### src/rtl/led_mean_tx.sv
// led_mean_tx: serialises the 8 per-zone RGB means to the LED backlight driver
// chain over a clock / data / latch link. Zone 0 first, R,G,B per zone, each
// channel MSB first. A start pulse that arrives while a frame is in flight is
// held in a single pending slot and sent after the current frame finishes.
// Build option: define LED_CRC_EN to append a CRC-8 (poly 0x07, init 0x00)
// over the data bits, sent MSB first after the last data bit.
module led_mean_tx #(
  parameter int ZONES     = 8,
  parameter int CH_W      = 4,
  parameter int CLK_DIV   = 4,
  parameter int LATCH_CYC = 4
) (
  input  logic                  clk,
  input  logic                  rst,
  input  logic                  start_i,
  input  logic [ZONES*CH_W-1:0] MeanR,
  input  logic [ZONES*CH_W-1:0] MeanG,
  input  logic [ZONES*CH_W-1:0] MeanB,
  output logic                  led_sclk,
  output logic                  led_sdo,
  output logic                  led_latch,
  output logic                  busy_o,
  output logic                  done_o,
  output logic                  overrun_o
);

  localparam int NB = ZONES * 3 * CH_W;
`ifdef LED_CRC_EN
  localparam int TB = NB + 8;
`else
  localparam int TB = NB;
`endif
  localparam int DIV_W = $clog2(CLK_DIV + 1);
  localparam int LAT_W = $clog2(LATCH_CYC + 1);
  localparam int BIT_W = $clog2(TB + 1);

  localparam logic [DIV_W-1:0] DIV_LAST = DIV_W'(CLK_DIV - 1);
  localparam logic [LAT_W-1:0] LAT_LAST = LAT_W'(LATCH_CYC - 1);
  localparam logic [BIT_W-1:0] BIT_LAST = BIT_W'(TB - 1);

  typedef enum logic [1:0] {
    S_IDLE,
    S_SHIFT,
    S_LATCH
  } state_t;

  state_t           state;
  logic [NB-1:0]    frame_in;   // inputs arranged in transmit order, first bit at MSB
  logic [NB-1:0]    load_frame;
  logic [NB-1:0]    sr;         // bits still to send after the one on led_sdo
  logic [NB-1:0]    pend;
  logic             pend_vld;
  logic [DIV_W-1:0] div_cnt;
  logic [BIT_W-1:0] bit_cnt;
  logic [LAT_W-1:0] lat_cnt;

  // Place zone z R,G,B channels in transmit order; no arithmetic, bit-exact.
  for (genvar z = 0; z < ZONES; z++) begin : g_zone
    assign frame_in[NB-1-(3*z)*CH_W   -: CH_W] = MeanR[z*CH_W +: CH_W];
    assign frame_in[NB-1-(3*z+1)*CH_W -: CH_W] = MeanG[z*CH_W +: CH_W];
    assign frame_in[NB-1-(3*z+2)*CH_W -: CH_W] = MeanB[z*CH_W +: CH_W];
  end

  // A fresh start always wins over the pending slot when leaving IDLE.
  assign load_frame = start_i ? frame_in : pend;

`ifdef LED_CRC_EN
  logic [7:0] crc;       // running CRC during data, then the CRC shifter
  logic [7:0] crc_nxt;

  function automatic logic [7:0] crc_step(input logic [7:0] c, input logic b);
    return {c[6:0], 1'b0} ^ ({8{c[7] ^ b}} & 8'h07);
  endfunction

  // CRC including the data bit currently on led_sdo.
  assign crc_nxt = crc_step(crc, led_sdo);
`endif

  // Frame sequencer, pending-slot capture and all registered outputs.
  // NOTE: every register here uses non-blocking assignment so all updates see
  // the pre-edge values, regardless of statement order in the block.
  always_ff @(posedge clk) begin
    if (rst) begin
      state     <= S_IDLE;
      led_sclk  <= 1'b0;
      led_sdo   <= 1'b0;
      led_latch <= 1'b0;
      busy_o    <= 1'b0;
      done_o    <= 1'b0;
      overrun_o <= 1'b0;
      // NOTE: the data registers are cleared too, so nothing from an aborted
      // frame can leak into led_sdo later; the pending flag alone gates reuse.
      sr        <= '0;
      pend      <= '0;
      pend_vld  <= 1'b0;
      div_cnt   <= '0;
      bit_cnt   <= '0;
      lat_cnt   <= '0;
`ifdef LED_CRC_EN
      crc       <= '0;
`endif
    end else begin
      done_o    <= 1'b0;
      overrun_o <= 1'b0;

      // While a frame is running (including the last LATCH cycle) a start
      // lands in the pending slot; a second one overwrites it.
      if (state != S_IDLE && start_i) begin
        pend     <= frame_in;
        pend_vld <= 1'b1;
        if (pend_vld) overrun_o <= 1'b1;
      end

      case (state)
        S_IDLE: begin
          if (start_i || pend_vld) begin
            if (start_i && pend_vld) overrun_o <= 1'b1;
            pend_vld <= 1'b0;
            sr       <= {load_frame[NB-2:0], 1'b0};
            led_sdo  <= load_frame[NB-1];
            led_sclk <= 1'b0;
            busy_o   <= 1'b1;
            div_cnt  <= '0;
            bit_cnt  <= '0;
`ifdef LED_CRC_EN
            crc      <= '0;
`endif
            state    <= S_SHIFT;
          end
        end

        S_SHIFT: begin
          if (div_cnt == DIV_LAST) begin
            div_cnt <= '0;
            if (!led_sclk) begin
              led_sclk <= 1'b1;
            end else begin
              led_sclk <= 1'b0;
              if (bit_cnt == BIT_LAST) begin
                led_sdo   <= 1'b0;
                led_latch <= 1'b1;
                lat_cnt   <= '0;
                state     <= S_LATCH;
              end else begin
                bit_cnt <= bit_cnt + 1'b1;
`ifdef LED_CRC_EN
                if (bit_cnt < BIT_W'(NB - 1)) begin
                  led_sdo <= sr[NB-1];
                  sr      <= {sr[NB-2:0], 1'b0};
                  crc     <= crc_nxt;
                end else if (bit_cnt == BIT_W'(NB - 1)) begin
                  led_sdo <= crc_nxt[7];
                  crc     <= {crc_nxt[6:0], 1'b0};
                end else begin
                  led_sdo <= crc[7];
                  crc     <= {crc[6:0], 1'b0};
                end
`else
                led_sdo <= sr[NB-1];
                sr      <= {sr[NB-2:0], 1'b0};
`endif
              end
            end
          end else begin
            div_cnt <= div_cnt + 1'b1;
          end
        end

        S_LATCH: begin
          if (lat_cnt == LAT_LAST) begin
            led_latch <= 1'b0;
            busy_o    <= 1'b0;
            done_o    <= 1'b1;
            state     <= S_IDLE;
          end else begin
            lat_cnt <= lat_cnt + 1'b1;
          end
        end

        default: state <= S_IDLE;
      endcase
    end
  end

endmodule

### config.mk
export PLATFORM = sky130hd
export DESIGN_NAME = led_mean_tx
export DESIGN_NICKNAME = d
export VERILOG_FILES = /design/src/rtl/led_mean_tx.sv
export SDC_FILE = /design/constraint.sdc
export NUM_CORES = 1
export LEC_CHECK = 0
export CAP_MARGIN = 20
export CORE_ASPECT_RATIO = 2
export CORE_UTILIZATION = 50
export DETAILED_ROUTE_END_ITERATION = 7
export GPL_TIMING_DRIVEN = 0
export PLACE_DENSITY = 0.72
export SYNTH_ARGS = -nofsm -noshare
export SYNTH_HDL_FRONTEND = slang
export SYNTH_SLANG_ARGS = --single-unit
export TNS_END_PERCENT = 100
### constraint.sdc
create_clock -name clk -period 1.8 [get_ports clk]
set_input_delay 0.27 -clock clk [delete_from_list [all_inputs] [get_ports clk]]
set_output_delay 0.27 -clock clk [all_outputs]
set_load 0.02 [all_outputs]
==> flow_summary.yaml, run 1 <==
floorplanning:
  ios: 105
  die_height_um: 200
  coreArea_mm2: 0.0193
  row_count: 72
  die_area_mm2: 0.0201
  initial_utilization: 0.507
  die_x_um: 101
drt:
  drc_errors: 1
  routedWlPerCell_um: 16.1
  drtIter0Drc: 393
  viasPerCell: 5.65
  dr.pass1.iters: 6
  drtAntennaViolNets: 0
  vias: 9051
  wl_mm: 25.8
yosys:
  avgSynthCellArea_um2: 8.15
  yosysWarnings: 0
  yosys.cell_types.count: 51
  synth_edf_count: 0
  synth-simple-area-share: 0.138
  netlist_area_mm2: 0.00977
  synthTopCellsByArea: "dfxtp_1 44%, nand2_1 11%, a21oi_1 10%"
  synthTopCellsByCount: "296 x nand2_1, 213 x dfxtp_1, 202 x a21oi_1, 99 x o21ai_0, 95 x mux2i_1"
  yosysSeqAreaShare: 0.436
  synth-seq-cells: 213
  synth_top_area_frac: 0.436
  yosysMostFrequentCell: "nand2_1"
  synth_ff_type: "dfxtp_1"
  synth_top_family_by_area: "compound AO/OA/AOI/OAI gates"
  synth-xor-area-share: 0
  synth_fa_ha_area_frac: 0.00512
  async_flop_share: 0
  synth.area.mux_share: 0.0996
  synthesis.nets: 1302
  synth_top_cell_by_area: "dfxtp_1"
  synth-compound-area-share: 0.262
  synthCells: 1199
sta:
  slew-limit-headroom: 0.578
  hold_viol: 0
  timing.fmax_mhz: 564
  setup_ws_ns: 0.0268
  fin_crit_ns: 1.77
  fin_crit_sh: 0.985
  tightest_slew_ns: 0.633
  rsz0062_at_grt: "yes"
  setup_violations: 0
  timing.hold.ws_ns: 0.351
  clock_skew_ns: 0.0126
  report.final.slew_viol_count: 0
cts:
  clockBufferDepth: 3
  cts_made_buffers: 20
  htreeDepth: 1
  cts-hold-fix-buffers: 0
  path_clk_slew_ns: 0.07
  root_buffer: "clkbuf_16"
  cts_tree: "yes"
  clock_latency_ns: 0.49
  clock_sinks: 213
status:
  status: "finished, violations left"
  violations: "design-rule violations"
pwr:
  power_density_mw_per_mm2: 911
  ir_drop_mv: 0.883
  power_mw: 10.9
  power.leakage_nw: 4.60
setup_path:
  crit_family: "buffers and inverters"
  reg2regPathDepth: 7
  rr_startpoint: "bit_cnt[0]$_SDFFE_PP0P_"
  max_stage_delay_ns: 0.63
  critical_path.max_fanout: 2
  cp_slowest_cell: "clkdlybuf4s50_1"
  arrival_ns: 1.50
  cp-startpoint: "led_sdo$_SDFFE_PP0P_"
  setup.worst_path.class: "flop to output port"
  end_kind: "output port"
  critPathBufInv: 1
  worst_setup_path_start_kind: "flop"
  cp.required_ns: 1.53
  path_cells: "clkdlybuf4s50_1"
  crit_cells: 1
place:
  port_buffers: 103
  post-dp-hpwl_mm: 18.4
  place_congestion: 0.824
  pre_cts_ws_ns: -0.724
finish:
  n_antenna_cell: 0
  multi_input_area_mm2: 0.00500
  fillers: 1785
  areaGrowthSynthToFinish_pct: 23.0
  drive_gt1_frac: 0.105
  seq_area_mm2: 0.00427
  fin_nets: 1435
global_routing:
  globalRouteTotalUtil: 0.254
  overflow: 0
  grt_antenna_before_repair: 0
  grt_pass1_vias: 8765
  grt_pass1_wl_mm: 41.4
  grt_max_degree: 15
min_path:
  min_from: "MeanR[1]"
  hold_path.class: "input pin to flop"
  hold_depth: 3
flow_run:
  drv_cap: 0
worst register-to-register path: cells and delay by family (launching register included):
| kind | cells | cell delay, ns |
|---|---|---|
| AO/OA/AOI/OAI | 3 | 0.54 |
| adder cells (fa/ha/maj) | 1 | 0.18 |
| buffers and inverters | 2 | 0.34 |
| AND/OR/NAND/NOR | 1 | 0.23 |
| flip-flops | 1 | 0.35 |
power breakdown:
group | total, mW | internal, mW | switching (mW)
sequential | 5.07 | 4.95 | 0.118
combinational | 1.69 | 0.700 | 0.985
clock | 4.19 | 2.40 | 1.78
total | 10.9 | 8.05 | 2.89
worst paths after layout:
path                                 to  slack (ns)
hold reg to reg   pend[89]$_SDFFE_PP0P_        0.45
hold / removal    pend[93]$_SDFFE_PP0P_        0.35
setup reg to reg    sr[60]$_SDFFE_PP0P_        0.04
setup / recovery                led_sdo        0.03
routing by layer:
metal | share of wire | track usage | up-vias | routed length, um
met4 | 0.031 | 0.107 | 0 | 787
li1 | - | - | 4553 | -
met5 | 0 | 0 | - | 0
met1 | 0.39 | 0.274 | 4255 | 10100
met2 | 0.55 | 0.489 | 194 | 14100
met3 | 0.032 | 0.0266 | 49 | 828
stage by stage:
step,setup TNS (ns),area [um2],instances,utilization
2_1_floorplan,0,9770,1199,-
3_3_place_gp,-83.17,11100,1561,0.577
3_5_place_dp,-82.34,11100,1561,0.577
4_1_cts,0,11900,1597,0.616
5_1_grt,-0.0150,12000,1602,0.623
6_report,0,12000,1602,0.623
cell usage in the layout, fill, tap and decap left out, types with 25 or more instances in the layout:
cell type          n
a21oi_1          202
buf_2             37
clkbuf_1          40
clkdlybuf4s50_1  100
dfxtp_1          210
mux2i_1           95
nand2_1          296
o2111ai_1         94
o21ai_0           73
o21ai_1           25
timing repair:
action	4_1_cts	5_1_grt
setup buffers	3	5
resized for setup	46	72
pin swaps	2	5
setup endpoints to repair	199	157
registers in the layout, summed over array words and instances (netlist names):
register and flops:
done_o 1, pend_vld 1, bit_cnt 7, led_sclk 1, lat_cnt 3, div_cnt 3
led_sdo 1, led_latch 1, overrun_o 1, state 2, pend 96, busy_o 1
sr 95
cell type report:
class | count | area share
buffer | 122 | 0.0545
multi-input combinational | 857 | 0.416
clock buffer | 30 | 0.0524
sequential | 213 | 0.355
inverter | 7 | 0.00219
tap | 259 | 0.0270
clock inverter | 3 | 0.00125
timing repair buffer | 111 | 0.0911
kinds of logic (layout without fill, tap and decap cells):
kind of cell / count (synthesis) / after routing
buffers and inverters: 129 / 273
flip-flops: 213 / 213
AO/OA/AOI/OAI: 421 / 421
AND/OR/NAND/NOR: 335 / 335
multiplexers: 97 / 97
adder cells (fa/ha/maj): 4 / 4
Note: power is estimated with default switching activity, not from simulation.
==> run 2, diff against run 1 <==
Settings changed: GPL_ROUTABILITY_DRIVEN from default to 0, PLACE_DENSITY 0.72 to default, PLACE_DENSITY_LB_ADDON from default to 0.15, RECOVER_POWER from default to 100.
==> run 2 against run 1 <==
  * The run now ends clean
  * Highest routed layer unchanged
  * Combinational power about the same
  * Die area did not move
  * Clock skew down 0.0019 ns
  * Total power grew 4.4%
  * Utilization rose by 0.47 points
  * Register-to-register slack better by 0.02 ns
  * Global-route usage grew 1.4 points
  * Sequential power is essentially flat
==> flow_summary.yaml, run 2 (synthesis results as in run 1) <==
floorplanning:
  die_x_um: 101
  coreArea_mm2: 0.0193
  ios: 105
  die_height_um: 200
  initial_utilization: 0.507
  row_count: 72
  die_area_mm2: 0.0201
finish:
  n_antenna_cell: 0
  seq_area_mm2: 0.00427
  top_register: "pend"
  final_common_cell: "nand2_1"
  fin_util: 0.628
  multi_input_area_mm2: 0.00500
  largestRegisters: "pend x96, sr x95, bit_cnt x7"
  largest_register_ff_count: 96
  areaGrowthSynthToFinish_pct: 23.9
  layout_common_cells: "296 x nand2_1, 210 x dfxtp_1, 202 x a21oi_1, 100 x clkdlybuf4s50_1, 95 x mux2i_1"
  fin_area_mm2: 0.0121
  fillers: 1796
  fin_nets: 1432
  drive_gt1_frac: 0.106
status:
  status: "completed"
sta:
  fin_crit_sh: 0.981
  timing.fmax_mhz: 566
  clock_skew_ns: 0.0107
  fin_crit_ns: 1.77
  slew-limit-headroom: 0.549
  tightest_slew_ns: 0.677
  hold_viol: 0
  rsz0062_at_grt: "yes"
  setup_violations: 0
  report.final.slew_viol_count: 0
  tns_ns: 0
  setup_ws_ns: 0.0339
global_routing:
  grt_max_degree: 16
  globalRouteTotalUtil: 0.268
  overflow: 0
  grt_pass1_wl_mm: 43.2
  grt_pass1_vias: 9047
  grt_antenna_before_repair: 0
drt:
  vias: 9150
  drc_errors: 0
  drtAntennaViolNets: 0
  drtIter0Drc: 510
  wl_mm: 26.4
  viasPerCell: 5.71
  routedWlPerCell_um: 16.4
  dr.pass1.iters: 5
cts:
  clock_sinks: 213
  path_clk_slew_ns: 0.07
  clock_latency_ns: 0.50
  clockBufferDepth: 3
  cts_made_buffers: 20
  htreeDepth: 1
  cts_tree: "yes"
  root_buffer: "clkbuf_16"
setup_path:
  cp-startpoint: "led_sdo$_SDFFE_PP0P_"
  worst_setup_path_start_kind: "flop"
  cp.required_ns: 1.53
  arrival_ns: 1.50
  reg2regPathDepth: 7
  max_stage_delay_ns: 0.62
  crit_end: "led_sdo"
  critical_path.max_fanout: 2
  crit_family: "buffers and inverters"
  reg2reg_to: "sr[44]$_SDFFE_PP0P_"
  r2r_slack_ns: 0.06
  path_cells: "clkdlybuf4s50_1"
  rr_startpoint: "bit_cnt[0]$_SDFFE_PP0P_"
  crit_cells: 1
  end_kind: "output port"
  setup.worst_path.class: "flop to output port"
  cp_slowest_cell: "clkdlybuf4s50_1"
  critPathBufInv: 1
pwr:
  power_density_mw_per_mm2: 944
  power.leakage_nw: 4.63
  power_mw: 11.4
  ir_drop_mv: 0.828
place:
  post-dp-hpwl_mm: 18.7
  placed_area_mm2: 0.0111
  pre_cts_ws_ns: -0.728
  port_buffers: 103
flow_run:
  drv_cap: 0
min_path:
  hold_path.class: "input pin to flop"
[run 2: stage by stage]
step | hold slack [ns] | cells
final | 0.346 | 1602
after global routing | 0.361 | 1602
after CTS | 0.341 | 1599
after detailed placement | 0.446 | 1561
after global placement | 0.440 | 1561
after floorplan | 0.406 | 1199
[run 2: how the worst min path moves through the flow]
| stage | start | end | slack, ns | cells past startpoint |
|---|---|---|---|---|
| floorplan | MeanB[28] | pend[0]$_SDFFE_PP0P_ | 0.41 | 2 |
| global placement | pend[36]$_SDFFE_PP0P_ | pend[36]$_SDFFE_PP0P_ | 0.44 | 2 |
| detailed placement | pend[21]$_SDFFE_PP0P_ | pend[21]$_SDFFE_PP0P_ | 0.45 | 2 |
| CTS | MeanG[7] | pend[79]$_SDFFE_PP0P_ | 0.34 | 3 |
| global route | MeanB[13] | pend[49]$_SDFFE_PP0P_ | 0.36 | 3 |
| finish | MeanG[0] | pend[88]$_SDFFE_PP0P_ | 0.35 | 3 |
[run 2: repair_timing]
item	in CTS	in global routing
setup endpoints to repair	201	179
gates cloned	1	0
buffers inserted	2	5
endpoints found under the hold margin	0	0
pin swaps	2	4
hold buffers	0	0
gates resized for setup	33	100
[run 2: layout make-up]
type / count / area share
plain buffers: 119 / 0.0549
clock buffers: 29 / 0.0509
clock inverters: 7 / 0.00951
inverters: 7 / 0.00217
multi-input cells: 858 / 0.413
flip-flops and latches: 213 / 0.353
well taps: 259 / 0.0268
repair buffers: 110 / 0.0901
[run 2: power breakdown]
| group | internal [mW] | leakage (nW) | switching, mW |
|---|---|---|---|
| registers | 4.95 | 1.74 | 0.119 |
| logic | 0.713 | 2.54 | 0.994 |
| clock network | 2.81 | 0.355 | 1.84 |
[run 2: per-layer routing]
| layer | track usage | part of all wire | routed length (um) | vias to the layer above |
|---|---|---|---|---|
| met5 | 0 | 0 | 0 | - |
| met3 | 0.0273 | 0.033 | 863 | 63 |
| met4 | 0.117 | 0.038 | 995 | 0 |
| met2 | 0.522 | 0.55 | 14400 | 194 |
| met1 | 0.284 | 0.38 | 10100 | 4348 |
| li1 | - | - | - | 4545 |
